[config.mk]
export PLATFORM = sky130hd
export DESIGN_NAME = oclib_uart_csr_responder
export DESIGN_NICKNAME = d
export VERILOG_FILES = /design/src/rtl/oclib_uart_csr_responder.sv
export SDC_FILE = /design/constraint.sdc
export NUM_CORES = 1
export LEC_CHECK = 0
export ABC_AREA = 1
export BUFFER_PORTS_ARGS = -buffer_cell sky130_fd_sc_hd__buf_4
export CAP_MARGIN = 25
export CORE_MARGIN = 4
export CORE_UTILIZATION = 64
export CTS_BUF_LIST = sky130_fd_sc_hd__clkbuf_4 sky130_fd_sc_hd__clkbuf_8
export DETAILED_ROUTE_END_ITERATION = 8
export GPL_ROUTABILITY_DRIVEN = 0
export PLACE_DENSITY_LB_ADDON = 0.05
export SLEW_MARGIN = 20
export SYNTH_ARGS = -nofsm -noshare
export SYNTH_HDL_FRONTEND = slang
export SYNTH_SLANG_ARGS = --single-unit
export TNS_END_PERCENT = 20
[constraint.sdc]
create_clock -name clock -period 2.4 [get_ports clock]
set_clock_uncertainty 0.1 [all_clocks]
set_input_delay 0.12 -clock clock [delete_from_list [all_inputs] [get_ports clock]]
set_output_delay 0.12 -clock clock [all_outputs]
set_load 0.05 [all_outputs]
[src/rtl/oclib_uart_csr_responder.sv]
// UART-side CSR responder: decodes ASCII peek/poke commands arriving on the
// RX byte stream, performs one req/ack CSR access per command and streams
// the reply bytes back toward the UART TX path.
module oclib_uart_csr_responder #(
  parameter int InterByteTimeout = 1_000_000,
  parameter int CsrTimeout       = 1024,
  parameter int CsrDataWidth     = 8
) (
  input  logic                    clock,
  input  logic                    resetN,
  input  logic [7:0]              rxData,
  input  logic                    rxValid,
  output logic                    rxReady,
  output logic [7:0]              txData,
  output logic                    txValid,
  input  logic                    txReady,
  output logic [7:0]              csrAddr,
  output logic [CsrDataWidth-1:0] csrWdata,
  output logic                    csrWrite,
  output logic                    csrReq,
  input  logic                    csrAck,
  input  logic [CsrDataWidth-1:0] csrRdata,
  output logic [1:0]              error
);

  // Reply bytes carry CSR data directly, so the data path must be one byte.
  if (CsrDataWidth != 8) begin : g_bad_width
    $error("oclib_uart_csr_responder: CsrDataWidth must be 8");
  end

  localparam int IbCntW  = $clog2(InterByteTimeout + 1);
  localparam int CsrCntW = $clog2(CsrTimeout + 1);

  // Last count value before the timer expires; expiry is detected one cycle
  // early so the abort lands exactly Timeout cycles after the last event.
  localparam logic [IbCntW-1:0]  IbLast  = IbCntW'(InterByteTimeout - 1);
  localparam logic [CsrCntW-1:0] CsrLast = CsrCntW'(CsrTimeout - 1);

  localparam logic [7:0] CmdPing  = 8'h50;  // 'P'
  localparam logic [7:0] CmdRead  = 8'h52;  // 'R'
  localparam logic [7:0] CmdWrite = 8'h57;  // 'W'
  localparam logic [7:0] ChLf     = 8'h0A;
  localparam logic [7:0] ChCr     = 8'h0D;
  localparam logic [7:0] RspPong  = 8'h70;  // 'p'
  localparam logic [7:0] RspOk    = 8'h4B;  // 'K'
  localparam logic [7:0] RspWhat  = 8'h3F;  // '?'
  localparam logic [7:0] RspFail  = 8'h21;  // '!'

  typedef enum logic [2:0] {
    IDLE,
    GET_ADDR,
    GET_DATA,
    CSR,
    SEND1,
    SEND2
  } state_e;

  state_e                  state_q,     state_d;
  logic                    rx_ready_q,  rx_ready_d;
  logic [7:0]              tx_data_q,   tx_data_d;
  logic                    tx_valid_q,  tx_valid_d;
  logic                    pending_q,   pending_d;
  logic [7:0]              csr_addr_q,  csr_addr_d;
  logic [CsrDataWidth-1:0] csr_wdata_q, csr_wdata_d;
  logic                    csr_write_q, csr_write_d;
  logic                    csr_req_q,   csr_req_d;
  logic [1:0]              error_q,     error_d;
  logic [IbCntW-1:0]       ib_cnt_q,    ib_cnt_d;
  logic [CsrCntW-1:0]      csr_cnt_q,   csr_cnt_d;

  logic rx_accept;
  assign rx_accept = rxValid & rx_ready_q;

  // Next-state and next-output computation for the command FSM.
  always_comb begin
    // NOTE: every target gets a default first so no path can infer a latch.
    state_d     = state_q;
    rx_ready_d  = rx_ready_q;
    tx_data_d   = tx_data_q;
    tx_valid_d  = tx_valid_q;
    pending_d   = pending_q;
    csr_addr_d  = csr_addr_q;
    csr_wdata_d = csr_wdata_q;
    csr_write_d = csr_write_q;
    csr_req_d   = csr_req_q;
    error_d     = 2'b00;
    ib_cnt_d    = ib_cnt_q;
    csr_cnt_d   = csr_cnt_q;

    unique case (state_q)
      IDLE: begin
        rx_ready_d = 1'b1;
        if (rx_accept) begin
          case (rxData)
            CmdRead, CmdWrite: begin
              csr_write_d = (rxData == CmdWrite);
              ib_cnt_d    = '0;
              state_d     = GET_ADDR;
            end
            ChLf, ChCr: begin
              // Line endings from a terminal are swallowed silently.
            end
            default: begin
              tx_data_d  = (rxData == CmdPing) ? RspPong : RspWhat;
              tx_valid_d = 1'b1;
              pending_d  = 1'b0;
              rx_ready_d = 1'b0;
              state_d    = SEND1;
            end
          endcase
        end
      end

      GET_ADDR, GET_DATA: begin
        // A byte arriving on the expiry cycle takes priority over the abort.
        if (rx_accept) begin
          ib_cnt_d = '0;
          if (state_q == GET_ADDR) begin
            csr_addr_d = rxData;
          end else begin
            csr_wdata_d = rxData;
          end
          if (state_q == GET_ADDR && csr_write_q) begin
            state_d = GET_DATA;
          end else begin
            rx_ready_d = 1'b0;
            csr_req_d  = 1'b1;
            csr_cnt_d  = '0;
            state_d    = CSR;
          end
        end else if (ib_cnt_q == IbLast) begin
          error_d[0] = 1'b1;
          state_d    = IDLE;
        end else begin
          ib_cnt_d = ib_cnt_q + 1'b1;
        end
      end

      CSR: begin
        // An ack on the expiry cycle still counts as a normal completion.
        if (csrAck) begin
          csr_req_d  = 1'b0;
          tx_valid_d = 1'b1;
          tx_data_d  = csr_write_q ? RspOk : csrRdata;
          pending_d  = ~csr_write_q;
          state_d    = SEND1;
        end else if (csr_cnt_q == CsrLast) begin
          csr_req_d  = 1'b0;
          error_d[1] = 1'b1;
          tx_valid_d = 1'b1;
          tx_data_d  = RspFail;
          pending_d  = 1'b0;
          state_d    = SEND1;
        end else begin
          csr_cnt_d = csr_cnt_q + 1'b1;
        end
      end

      SEND1: begin
        if (txReady) begin
          if (pending_q) begin
            tx_data_d = RspOk;
            pending_d = 1'b0;
            state_d   = SEND2;
          end else begin
            tx_valid_d = 1'b0;
            rx_ready_d = 1'b1;
            state_d    = IDLE;
          end
        end
      end

      SEND2: begin
        if (txReady) begin
          tx_valid_d = 1'b0;
          rx_ready_d = 1'b1;
          state_d    = IDLE;
        end
      end

      default: begin
        state_d = IDLE;
      end
    endcase
  end

  // State and output registers; every flop clears on reset, including
  // mid-command and mid-access.
  always_ff @(posedge clock or negedge resetN) begin
    if (!resetN) begin
      state_q     <= IDLE;
      rx_ready_q  <= 1'b0;
      tx_data_q   <= '0;
      tx_valid_q  <= 1'b0;
      pending_q   <= 1'b0;
      csr_addr_q  <= '0;
      csr_wdata_q <= '0;
      csr_write_q <= 1'b0;
      csr_req_q   <= 1'b0;
      error_q     <= '0;
      ib_cnt_q    <= '0;
      csr_cnt_q   <= '0;
    end else begin
      // NOTE: non-blocking assignments so all flops sample pre-edge values.
      state_q     <= state_d;
      rx_ready_q  <= rx_ready_d;
      tx_data_q   <= tx_data_d;
      tx_valid_q  <= tx_valid_d;
      pending_q   <= pending_d;
      csr_addr_q  <= csr_addr_d;
      csr_wdata_q <= csr_wdata_d;
      csr_write_q <= csr_write_d;
      csr_req_q   <= csr_req_d;
      error_q     <= error_d;
      ib_cnt_q    <= ib_cnt_d;
      csr_cnt_q   <= csr_cnt_d;
    end
  end

  assign rxReady  = rx_ready_q;
  assign txData   = tx_data_q;
  assign txValid  = tx_valid_q;
  assign csrAddr  = csr_addr_q;
  assign csrWdata = csr_wdata_q;
  assign csrWrite = csr_write_q;
  assign csrReq   = csr_req_q;
  assign error    = error_q;

endmodule

# [Yosys cells after proc, flatten, opt, wreduce, memory -nomap -nowiden]
# Cells that the tools add are included.
# W data, S select, Z words.
[word_totals] latch_bits=0 mem_bits_ro=0 input_bits=21 wordCells=127 mem_bits_rw=0 n_memories=0 regBits=65 output_inout_bits=30
[op_classes] reduce_logical=22 n_mul=0 n_lt_le_gt_ge=0 shift=0 eq_ne=27 bitwise_logic=3 div=0 add_sub_neg=2 mux=61
[ops] cell="$mux W20" n=4
[ops] cell="$mux W8" n=7
[ops] cell="$mux W11" n=4
[ops] cell="$pmux W20 S2" n=1
[ops] cell="$mux W1" n=28
[ops] cell="$eq A8 B7 Y1 const B" n=3
[ops] cell="$mux W3" n=8
[ops] cell="$pmux W8 S3" n=1
[ops] cell="$ne A2 B2 Y1 const B" n=11
[ops] cell="$pmux W11 S2" n=1
[ops] cell="$add A20 B1 Y20 const B" n=1
[ops] cell="$eq A20 B20 Y1 const B" n=1
[ops] cell="$reduce_and A6 Y1" n=3
[ops] cell="$eq A8 B4 Y1 const B" n=2
[ops] cell="$pmux W3 S5" n=1
[ops] cell="$add A11 B1 Y11 const B" n=1
[ops] cell="$eq A11 B10 Y1 const B" n=1
[ops] cell="$reduce_and A5 Y1" n=2
[ops] cell="$ne A3 B3 Y1 const B" n=3
[ops] cell="$reduce_and A3 Y1" n=3
[ops] cell="$pmux W1 S4" n=2
[ops] cell="$reduce_and A4 Y1" n=2
[ops] cell="$reduce_bool A4 Y1" n=2
[ops] cell="$mux W7" n=1
[ops] cell="16 further kinds" n=22

# [Depth between registers and ports, before layout]
# Gate-level depths: netlist of run 1.
[logic_depth] ltp_word=5 ltp_mapped=11 mapped_depth_nobuf=11

# [Least setup slack after synthesis of run 1]
# OpenSTA, ideal clock, no wires.
[synth_timing] path_kind="register -> register" from="reg rx_ready_q (netlist: rxReady)" to="reg csr_addr_q[6] (netlist: csrAddr[6])" slack_ns=0.594 setup_ns=0.131 t_arrival_ns=1.575 t_required_ns=2.169 synth_period_minus_slack_ns=1.806 path_stages_with_launch=8 path_buffers=2 path_cell_list="dfrtp_1 nand2_1 buf_2 inv_1 nand2_1 clkbuf_1 nand2_1 o21ai_0"
[synth_between] elab_chain_len=2
[synth_rtl] element="start: declaration" line_no="59" text="logic rx_ready_q, rx_ready_d;"
[synth_rtl] element="start signal: assignment" line_no="206" text="rx_ready_q <= rx_ready_d;"
[synth_rtl] element="$and A1 B1 Y1" line_no="72" text="assign rx_accept = rxValid & rx_ready_q;"
[synth_rtl] element="$reduce_and A3 Y1 (no line)"
[synth_rtl] element="end signal: assignment" line_no="210" text="csr_addr_q <= csr_addr_d;"
[synth_rtl] element="end: declaration" line_no="63" text="logic [7:0] csr_addr_q, csr_addr_d;"
# No other way between the ends.
# A chain may end at the register's enable or synchronous reset.

# [Worst setup path in the final report of run 1]
[layout_timing] from="reg state_q[0]" to="reg ib_cnt_q[10]"
[layout_between] elab_chain_len=4 elab_cells_between_ends=10 cone_classes="5 x eq/ne; 1 x mux; 4 x reduce/logical"
[layout_rtl] element="start: declaration" line_no="58" text="state_e state_q, state_d;"
[layout_rtl] element="start signal: assignment" line_no="205" text="state_q <= state_d;"
[layout_rtl] element="$eq A3 B1 Y1 or $eq A3 B2 Y1 (tied branches)" line_no="90" text="unique case (state_q)"
[layout_rtl] element="$reduce_or A2 Y1" line_no="90"
[layout_rtl] element="$ne A3 B3 Y1 (no line) or $reduce_bool A2 Y1 (tied branches)"
[layout_rtl] element="$reduce_and A4 Y1 (no line)"
[layout_rtl] element="end signal: assignment" line_no="215" text="ib_cnt_q <= ib_cnt_d;"
[layout_rtl] element="end: declaration" line_no="68" text="logic [IbCntW-1:0] ib_cnt_q, ib_cnt_d;"
# Several ways; a longest one is shown, not always the timed one.

==> implementation parameters, run 1 <==
Parameter                              Value

Clocking
  Clock tree from TritonCTS    built
  Clock insertion delay at the later pin of the skew report    roughly 0.34 ns
  Clock transition at the registers of the reported paths    0.07 ns
  Number of buffers inserted to repair setup after CTS    0
  Clock root buffer    clkbuf_8
  Sinks on the clock net    65
  H-Tree Depth    3
  CTS Buf Count    9
  Maximum count of clock buffers along a single path    2

Timing
  Top achievable clock speed    around 500 MHz
  Slew at the pin with the worst max-slew slack    just over 0.8 ns
  TNS Setup    0 ns
  Clock period minus final worst setup slack    2.05 ns
  Hold Fails Final Rpt    0
  Fraction of the cycle the final worst path needs    85.4%
  Pins Over Slew Limit    0
  Worst relative slew slack    46.3%
  Setup repair after global routing missed its margin    no
  Final setup viols    0

Placed design
  Port Buffers    50
  Post-DP HPWL    6640 um
  Standard cell area after detailed placement    4190 um2

Floorplan
  Core region area    5610 um2
  Die Width    between 80 and 90 um
  Effective utilization at floorplan    ~67%
  Number of core rows    27
  Die ar.    7180 um2
  IO Count    51
  Vert. Die Dim    84.7 um

Flow run
  Reported max-cap violation count    0

Global route
  Vias in the first global route    3591
  Pin count of the biggest net entering global routing    66
  Overflow left after global routing    0
  GRT Overall Usage    27.4%
  Number of antenna violations at the first check in global routing    0
  First-pass GRT wire length    16200 um

Detailed routing
  First-pass iteration count of the detailed router    6
  Routed WL    9500 um
  Antenna-violating nets left    0
  DRC errors left    0
  Total number of vias    3777
  Routed wirelength normalized by instance count    14.4 um
  Detailed-route vias per instance    5.71
  1st-iter DRT viols    353

Pwr
  Part of the total power dissipated in sequential elements    49.9%
  Peak ir drop on the vdd network    around 310 uV
  Internal power of the cells    1.72 mW
  Clock share of power    46.1%
  Power Density    494 nW/um2
  Switching power total    around 0.48 mW
  Switching power as a share of total power    21.9%
  Share of power burned in combinational logic    ~4.0%
  Lkg Pwr    about 2.3 nW

Setup path
  Worst-path fanout max    21
  Kind of critical path    register to register
  Worst stage delay on the critical path    0.46 ns
  Cell repeated most along the worst path    nand2_1
  Element type at the critical path start    register
  Max stage delay cell, worst path    dfrtp_1
  Critical Path End Type    register
  List of cells traversed by the critical path    nand2_2 > nand2_1 > nor2_4 > inv_2 > nand2_1 > nand3_2 > nand2_1 > o21ai_1
  Worst Path Arrival    2.17 ns
  Cell family contributing the most delay on the critical path    simple AND/OR/NAND/NOR gates
  Buffering stage count on the worst path with inverters included    1
  Critical Path RT    approximately 2.5 ns

Synth
  Synth Instances    526
  Synthesized netlist net count    549
  Fraction of the yosys area taken by sequential cells    a little over two fifths
  Synth warnings    0
  Top cell type by total area after synthesis    dfrtp_1
  Yosys top cell area share    43.2%
  Avg Synthesized Cell Area    7.16 um2
  Total standard cell area after synthesis    3770 um2
  #FFs+latches synth    65
  Number of unique standard cell types used by synthesis    33
  Ranking of synthesized cells by area    dfrtp_1, nand2_1, nor2_1

Layout
  Share of cells above drive strength 1    16.8%
  Finished Cell Area    4460 um2
  Net count reported at finish    607
  Storage element area    1630 um2
  Commonest cells after routing, fill and taps aside    nand2_1, dfrtp_1, nor2_1, buf_4, inv_1
  Most frequent standard cell in the layout excluding fill and tap cells    nand2_1
  Multi-input logic area    1910 um2
  Filler instances    about 400
  Area Overhead vs Synth    18.3%
  Antenna diode count    0

Worst hold path
  Kind of path behind the tightest hold check    input pin to register

Outcome
  Run status    finished, final reports clean
[cell usage after synthesis, drive strengths merged]
cell / n
a21oi: 13
buf: 7
clkbuf: 4
dfrtp: 65
ha: 2
inv: 44
nand2: 184
nand3: 35
nand3b: 5
nand4: 22
nor2: 68
nor3: 10
nor3b: 1
nor4: 1
o21a: 1
o21ai: 49
o21bai: 1
o31ai: 1
or2: 5
xnor2: 1
xor2: 7
[worst reg2reg max path: stages, from the launching register on]
cell     delay, ns
dfrtp_1       0.46
nand2_2       0.13
nand2_1       0.09
nor2_4        0.23
inv_2         0.18
nand2_1       0.12
nand3_2       0.35
nand2_1       0.19
o21ai_1       0.08
[registers in the layout, summed over array words and instances, names as in the netlist, 2 cells and up]
| name | cells |
|---|---|
| state_q | 3 |
| csrAddr | 8 |
| txData | 8 |
| csrWdata | 8 |
| csr_cnt_q | 11 |
| error | 2 |
| ib_cnt_q | 20 |
[per-stage QoR]
stage                     hold WS [ns]  utilization, %  cells  worst slack (ns)  power (mW)
after global routing            0.0231            79.5    661             0.183        2.26
final                          0.00136            79.5    661             0.351        2.20
after floorplan                 -0.276               -    526             0.594        1.14
after CTS                      0.00136            79.5    661             0.412        2.20
after global placement           0.158            74.7    640             0.463        1.20
after detailed placement         0.167            74.7    640             0.426        1.20
[what timing repair did]
| item | 4_1_cts | 5_1_grt |
|---|---|---|
| hold endpoints to repair | 69 | 0 |
| setup endpoints to repair | 0 | 0 |
| gates resized for setup | 0 | 0 |
| hold buffers | 5 | 0 |
[final timing paths]
check / from / to / slack, ns / cells after the start
setup / recovery: state_q[0] / ib_cnt_q[10] / 0.35 / 8
min in group asynchronous: resetN / ib_cnt_q[14] / 0.32 / 2
max in group asynchronous: resetN / csrWdata[0] / 1.37 / 2
setup reg to reg: state_q[0] / ib_cnt_q[10] / 0.35 / 8
hold reg to reg: csr_cnt_q[10] / csr_cnt_q[10] / 0.38 / 2
hold / removal: rxData[1] / csrAddr[1] / 0.001 / 3
[power groups by stage]
stage,registers [mW],clock network (mW),logic (mW)
global route,1.10,1.06,0.0971
floorplan,1.12,0,0.0194
global placement,1.12,0,0.0786
detailed placement,1.12,0,0.0808
CTS,1.10,1.01,0.0880
finish,1.10,1.01,0.0875
[final cells by class]
class	count	share of cell area [%]
tap	72	2.02
timing repair buffer	58	10.1
clock inverter	2	0.786
sequential	65	36.5
multi-input combinational	406	42.9
inverter	44	3.71
clock buffer	14	4.04
[kinds of logic (layout without fill, tap and decap cells)]
logic type      count (synthesis)  in the layout  synth area share [%]
compound gates                 65             65                  9.23
simple gates                  331            331                  39.0
xor+xnor                        8              8                  1.86
fa+ha+maj                       2              2                 0.664
buf+inv                        55            118                  6.08
flops                          65             65                  43.2
[routing by layer]
layer / part of all wire [%] / routed length [um] / GRT usage (%)
met1: 43 / 4130 / 37.3
met2: 48 / 4550 / 44.1
met3: 6.8 / 646 / 4.12
met4: 1.9 / 177 / 10.6
met5: 0 / 0 / 0
(Power assumes the default switching activity.)
==> inputs of run 2 (changes only) <==
- ABC_AREA: 1 -> unset
- CORE_UTILIZATION: 64 -> 59
- clock period: 2.4 -> 2.3 ns (I/O delays scaled with it)
==> implementation parameters, run 2 <==
Parameter                              Value

Layout
  Most frequent standard cell in the layout excluding fill and tap cells    buf_4
  Share of cells above drive strength 1    27.9% (+11 points)
  Antenna diode count    0 (unchanged)
  Largest register by flop count    ib_cnt_q
  Filler instances    376 (-6.2%)
  Area Overhead vs Synth    25.6%
  Non-filler cells in the finished layout    520 (-21%)
  Max FFs per register    20 (unchanged)
  Commonest cells after routing, fill and taps aside    buf_4, dfrtp_1, nand2_1, o21ai_0, a31oi_1
  Net count reported at finish    466 (-23%)
  Largest registers in the final layout    ib_cnt_q (20), csr_cnt_q (11)

Timing
  Top achievable clock speed    roughly 440 MHz
  TNS Setup    0 ns (unchanged)
  Slew at the pin with the worst max-slew slack    0.816 ns (+0.00952 ns)
  Clock period minus final worst setup slack    2.25 ns
  Pins Over Slew Limit    0 (unchanged)
  Final setup viols    0 (unchanged)
  Fraction of the cycle the final worst path needs    98.0%
  Worst relative slew slack    45.6% (-0.63 points)
  Setup repair after global routing missed its margin    yes
  Hold Fails Final Rpt    0 (unchanged)

Synth
  #FFs+latches synth    65 (unchanged)
  Predominant post-synthesis flop cell    dfrtp_1
  Top cell type by total area after synthesis    dfrtp_1
  Fraction of the yosys area taken by sequential cells    46.6% (+3.5 points)
  Total standard cell area after synthesis    3490 um2 (-7.4%)
  Number of unique standard cell types used by synthesis    58 (+76%)
  Avg Synthesized Cell Area    9.72 um2 (+36%)
  Most instantiated library cell after synthesis    dfrtp_1
  Synthesized netlist net count    382 (-30%)
  Synth Instances    359 (-32%)
  Ranking of synthesized cells by area    dfrtp_1, mux2_2, o21ai_0
  EDFF count, synth    0 (unchanged)
  Share of synthesized registers carrying an async set or reset    100% (unchanged)
  Yosys top cell area share    46.6% (+3.5 points)
  Synth warnings    0 (unchanged)
  Commonest cells post-synth    dfrtp_1, nand2_1, o21ai_0

Setup path
  Worst-path fanout max    7 (-67%)
  Kind of critical path    input pin to register
  WP depth    7 (-1)
  Critical Path End Type    register
  Max stage delay cell, worst path    or4_1
  Worst stage delay on the critical path    0.55 ns (+0.09 ns)
  Element type at the critical path start    input pin
  Worst Reg-to-Reg Cells    5 (-3)
  List of cells traversed by the critical path    dlygate4sd3_1 > buf_4 > or4_1 > a2111oi_1 > o2bb2ai_1 > o21bai_1 > mux2_4
  Cell family contributing the most delay on the critical path    compound AO/OA/AOI/OAI gates
  Buffering stage count on the worst path with inverters included    2 (+1)
  Critical Path RT    2.44 ns (-0.08 ns)
  Worst Path Arrival    2.40 ns (+0.23 ns)

Floorplan
  Die Width    84.9 um (+0.19%)
  IO Count    51 (unchanged)
  Die ar.    7210 um2 (+0.39%)
  Vert. Die Dim    84.9 um (+0.19%)
  Core region area    5610 um2 (unchanged)
  Effective utilization at floorplan    62.2% (-5.0 points)
  Number of core rows    27 (unchanged)

Clocking
  Sinks on the clock net    65 (unchanged)
  Clock insertion delay at the later pin of the skew report    0.35 ns (about the same)
  H-Tree Depth    3 (unchanged)
  Clock root buffer    clkbuf_8
  Clock transition at the registers of the reported paths    0.08 ns (about the same)
  Maximum count of clock buffers along a single path    2 (unchanged)
  Number of buffers inserted to repair setup after CTS    0 (unchanged)
  CTS Buf Count    9 (unchanged)
  Clock tree from TritonCTS    built

Global route
  Vias in the first global route    3088 (-14%)
  GRT met1 Usage    33.5% (-3.9 points)
  Met2 global-route usage    42.2% (-1.9 points)
  Pin count of the biggest net entering global routing    66 (unchanged)
  GRT Overall Usage    26.3% (-1.1 points)
  First-pass GRT wire length    15000 um (-7.5%)
  Met3 capacity usage during global routing    5.83% (+1.7 points)
  Number of antenna violations at the first check in global routing    0 (unchanged)
  Global-route layer with the greatest usage    met2
  Overflow left after global routing    0 (unchanged)

Detailed routing
  First-pass iteration count of the detailed router    5 (-1)
  1st-iter DRT viols    251 (-29%)
  Antenna-violating nets left    0 (unchanged)
  Total number of vias    3240 (-14%)
  Routed WL    9130 um (-4.0%)
  DRC errors left    0 (unchanged)
  Routed wirelength normalized by instance count    17.5 um (+22%)
  Detailed-route vias per instance    6.23 (+9.0%)

Outcome
  Run status    finished, final reports clean

Pwr
  Clock share of power    18.3% (-28 points)
  Switching power as a share of total power    44.6% (+23 points)
  Switching power total    2.17 mW (+350%)
  Internal power of the cells    2.69 mW (+57%)
  Peak ir drop on the vdd network    1090 uV (+250%)
  Power Density    1110 nW/um2 (+120%)
  Share of power burned in combinational logic    48.1% (+44 points)
  Total power of the final layout    4.85 mW (+120%)
  Lkg Pwr    1.90 nW (-16%)
  Part of the total power dissipated in sequential elements    33.6% (-16 points)

Worst hold path
  Kind of path behind the tightest hold check    input pin to register
  Hold Path Cell Cnt    3 (unchanged)

Placed design
  Dpl cells    491 (-23%)
  Post-DP HPWL    6110 um (-8.0%)
  Port Buffers    50 (unchanged)

Flow run
  Reported max-cap violation count    0 (unchanged)
[run 2: cell types whose count changed in the layout (fill, tap and decap cells not counted), sizes merged, moves of 8 or more]
cell         delta
o21ai          -18
inv            -35
nor2           -44
nand3          -21
dlygate4sd3     +8
buf            +19
nand4          -13
mux2           +21
nand2         -146
a31oi          +24
[run 2: logic make-up (layout without fill, tap and decap cells)]
group | after synthesis | count (layout) | synth area share [%]
DFF | 65 | 65 | 46.6
and+or+nand+nor | 131 | 131 | 20.2
muxes | 24 | 24 | 7.86
AOI/OAI and AO/OA | 115 | 115 | 21.8
buffers and inverters | 21 | 110 | 2.47
xor gates and xnor gates | 1 | 1 | 0.251
adders and majority gates | 2 | 2 | 0.717
[run 2: repair_timing]
| action | 4_1_cts | 5_1_grt |
|---|---|---|
| hold endpoints to repair | 86 | 0 |
| hold buffers | 13 | 0 |
| pin swaps | 0 | 2 |
| endpoints found under the setup margin | 2 | 20 |
| resized for setup | 1 | 3 |
[run 2: through the flow]
step	instance area (um2)	setup slack [ns]	util, %	hold slack (ns)
floorplan	3490	0.0606	-	-0.281
global placement	4070	0.0897	72.5	0.161
detailed placement	4070	0.0383	72.5	0.160
CTS	4370	0.0128	78.0	0.0177
global route	4380	-0.0222	78.1	0.0412
finish	4380	0.0456	78.1	0.0258
[run 2: worst min-delay path: stages]
cell,delay (ns)
buf_4,0.08
a22o_2,0.12
mux2_2,0.14
[run 2: final timing paths]
kind,start,end,slack [ns]
worst max-delay path,rxData[2],txData[3],0.05
worst min-delay path,csrRdata[2],txData[2],0.03
worst max register to register,state_q[0],csr_cnt_q[7],0.11
worst min register to register,ib_cnt_q[18],ib_cnt_q[18],0.39
max in group asynchronous,resetN,ib_cnt_q[6],1.26
min in group asynchronous,resetN,csr_cnt_q[5],0.29
[run 2: power groups by stage]
stage / sequential (mW) / combinational (mW) / clock, mW
floorplan: 2.26 / 0.936 / 0
global placement: 1.61 / 2.25 / 0
detailed placement: 1.63 / 2.29 / 0
CTS: 1.62 / 2.32 / 0.901
global route: 1.66 / 2.50 / 0.955
finish: 1.63 / 2.34 / 0.889
[run 2: layout make-up]
| cell class | count | area, um2 | area share (%) |
|---|---|---|---|
| timing repair buffer | 85 | 671 | 15.3 |
| clock inverter | 5 | 31.3 | 0.714 |
| inverter | 9 | 33.8 | 0.771 |
| sequential | 65 | 1630 | 37.1 |
| clock buffer | 11 | 145 | 3.31 |
| tap | 72 | 90.1 | 2.06 |
| multi-input combinational | 273 | 1780 | 40.7 |
[run 2: layer usage]
metal  vias to the layer above  part of all wire (%)
met5                         -                     0
met3                        24                   5.2
met1                      1582                    43
met4                         0                   2.9
met2                       116                    49
li1                       1518                     -
==> inputs of run 3 (changes only) <==
- CORE_ASPECT_RATIO: unset -> 2
==> implementation parameters, run 3 (same netlist as run 2, synthesis figures left out) <==
Parameter                              Value

Pwr
  Lkg Pwr    1.98 nW (+4.1%)
  Power Density    1140 nW/um2 (+3.0%)
  Total power of the final layout    5.15 mW (+6.1%)
  Peak ir drop on the vdd network    1300 uV (+19%)

Clocking
  H-Tree Depth    3 (unchanged)
  Clock insertion delay at the later pin of the skew report    0.35 ns (about the same)
  Clock transition at the registers of the reported paths    0.07 ns (about the same)
  Sinks on the clock net    65 (unchanged)
  Clock root buffer    clkbuf_8
  Maximum count of clock buffers along a single path    2 (unchanged)
  Clock tree from TritonCTS    built
  CTS Buf Count    9 (unchanged)

Setup path
  Source of the worst register-to-register timing path    state_q[0]
  Worst stage delay on the critical path    0.55 ns (about the same)
  Element type at the critical path start    input pin
  Kind of critical path    input pin to register
  List of cells traversed by the critical path    dlygate4sd3_1 > buf_4 > or4_1 > or3_4 > o2bb2ai_1 > o21bai_1 > mux2_4
  Setup slack, reg-to-reg    0.07 ns (-0.04 ns)
  Buffering stage count on the worst path with inverters included    2 (unchanged)
  Worst Path Arrival    2.40 ns (about the same)
  Max stage delay cell, worst path    or4_1
  Worst Reg-to-Reg Cells    6 (+1)
  Capture point of the worst reg-to-reg path    txData[6]
  Cell family contributing the most delay on the critical path    simple AND/OR/NAND/NOR gates
  Critical Path RT    2.44 ns (about the same)
  Worst-path fanout max    7 (unchanged)
  Critical Path End Type    register

Worst hold path
  Kind of path behind the tightest hold check    input pin to register
  Hold endpoint    txData[2]
  Hold Path Cell Cnt    3 (unchanged)
  Beginning of the worst hold path    csrRdata[2]

Detailed routing
  DRC errors left    0 (unchanged)
  Routed wirelength normalized by instance count    19.0 um (+8.3%)
  Detailed-route vias per instance    6.30 (+1.1%)
  1st-iter DRT viols    142 (-43%)
  Routed WL    9860 um (+8.0%)
  Total number of vias    3268 (+0.86%)
  Antenna-violating nets left    0 (unchanged)
  First-pass iteration count of the detailed router    5 (unchanged)

Layout
  Share of cells above drive strength 1    29.9% (+2.0 points)
  Largest registers in the final layout    ib_cnt_q (20), csr_cnt_q (11)
  Net count reported at finish    477 (+2.4%)
  Max FFs per register    20 (unchanged)
  Area Overhead vs Synth    29.3%
  Non-filler cells in the finished layout    519 (-0.19%)
  Largest register by flop count    ib_cnt_q
  Storage element area    1630 um2 (unchanged)
  Most frequent standard cell in the layout excluding fill and tap cells    buf_4
  Commonest cells after routing, fill and taps aside    buf_4, dfrtp_1, nand2_1, o21ai_0, a31oi_1
  Multi-input logic area    1810 um2 (+1.5%)
  Antenna diode count    0 (unchanged)
  Filler instances    389 (+3.5%)

Timing
  Setup repair after global routing missed its margin    yes
  Top achievable clock speed    441 MHz (-0.50%)
  Worst relative slew slack    45.2% (-0.44 points)
  Fraction of the cycle the final worst path needs    98.5% (+0.50 points)
  Hold Fails Final Rpt    0 (unchanged)
  Clock period minus final worst setup slack    2.27 ns (+0.0114 ns)
  Pins Over Slew Limit    0 (unchanged)
  Slew at the pin with the worst max-slew slack    0.822 ns (+0.00666 ns)
  Final setup viols    0 (unchanged)

Placed design
  Dpl cells    490 (-0.20%)
  Port Buffers    50 (unchanged)
  Post-DP HPWL    7080 um (+16%)

Global route
  Number of antenna violations at the first check in global routing    0 (unchanged)
  Met2 global-route usage    52.4% (+10 points)
  Vias in the first global route    3287 (+6.4%)
  GRT Overall Usage    27.8% (+1.5 points)
  Overflow left after global routing    0 (unchanged)
  First-pass GRT wire length    15800 um (+5.6%)
  GRT met1 Usage    28.3% (-5.1 points)
  Met3 capacity usage during global routing    5.10% (-0.72 points)
  Global-route layer with the greatest usage    met2
  Pin count of the biggest net entering global routing    66 (unchanged)

Floorplan
  Die ar.    7280 um2 (+1.0%)
  Die Width    62.4 um (-27%)
  IO Count    51 (unchanged)
  Core region area    5710 um2 (+1.8%)
  Vert. Die Dim    117 um (+38%)
  Effective utilization at floorplan    61.1% (-1.1 points)
  Number of core rows    39 (+44%)

Outcome
  Run status    finished, final reports clean

Flow run
  Reported max-cap violation count    0 (unchanged)
## run 3: repair_timing
item                       4_1_cts  5_1_grt
hold buffers                    12        0
setup endpoints to repair        7       19
pin swaps                        1        1
buffers inserted                 0        2
resized for setup                2        6
hold endpoints to repair        85        0
## run 3: worst register-to-register path: cells and delay by family (launching register included)
family	cells	cell delay, ns
compound gates	2	0.54
buf+inv	2	0.33
flops	1	0.41
mux	1	0.31
simple gates	1	0.43
## run 3: how the worst max path moves through the flow
stage / endpoint / cells after the start / start
3_5_place_dp: ib_cnt_q[19] / 6 / ib_cnt_q[0]
6_report: txData[3] / 7 / rxData[2]
3_3_place_gp: csr_cnt_q[5] / 7 / csr_cnt_q[1]
4_1_cts: txData[2] / 7 / csr_cnt_q[1]
5_1_grt: txData[3] / 7 / rxData[2]
2_1_floorplan: ib_cnt_q[11] / 6 / rxReady
## run 3: cell type report
type,count,share of cell area [%]
clock inverters,3,0.888
flip-flops and latches,65,36.1
well taps,61,1.69
multi-input cells,273,40.1
repair buffers,96,16.9
inverters,9,0.749
clock buffers,12,3.52
## run 3: metrics by stage
stage / area, um2 / util, % / setup TNS, ns / worst slack [ns] / hold slack (ns)
after global routing: 4510 / 79.0 / -0.0242 / -0.0149 / 0.0312
after detailed placement: 4130 / 72.3 / -0.0750 / -0.0275 / 0.161
after CTS: 4450 / 78.0 / -0.00308 / -0.00308 / 0.0180
final: 4510 / 79.0 / 0 / 0.0342 / 0.0363
after global placement: 4130 / 72.3 / 0 / 0.0128 / 0.151
after floorplan: 3490 / - / 0 / 0.0606 / -0.281
## run 3: routing by layer
| metal | up-vias | wire length, um |
|---|---|---|
| li1 | 1548 | - |
| met2 | 84 | 5620 |
| met4 | 0 | 437 |
| met5 | - | 0 |
| met3 | 35 | 261 |
| met1 | 1601 | 3540 |
## run 3: power by group
part | switching [mW] | total (mW) | internal, mW
Sequential | 0.191 | 1.60 | 1.40
Combinational | 1.58 | 2.56 | 0.979
Clock | 0.430 | 0.993 | 0.562
Total | 2.20 | 5.15 | 2.95
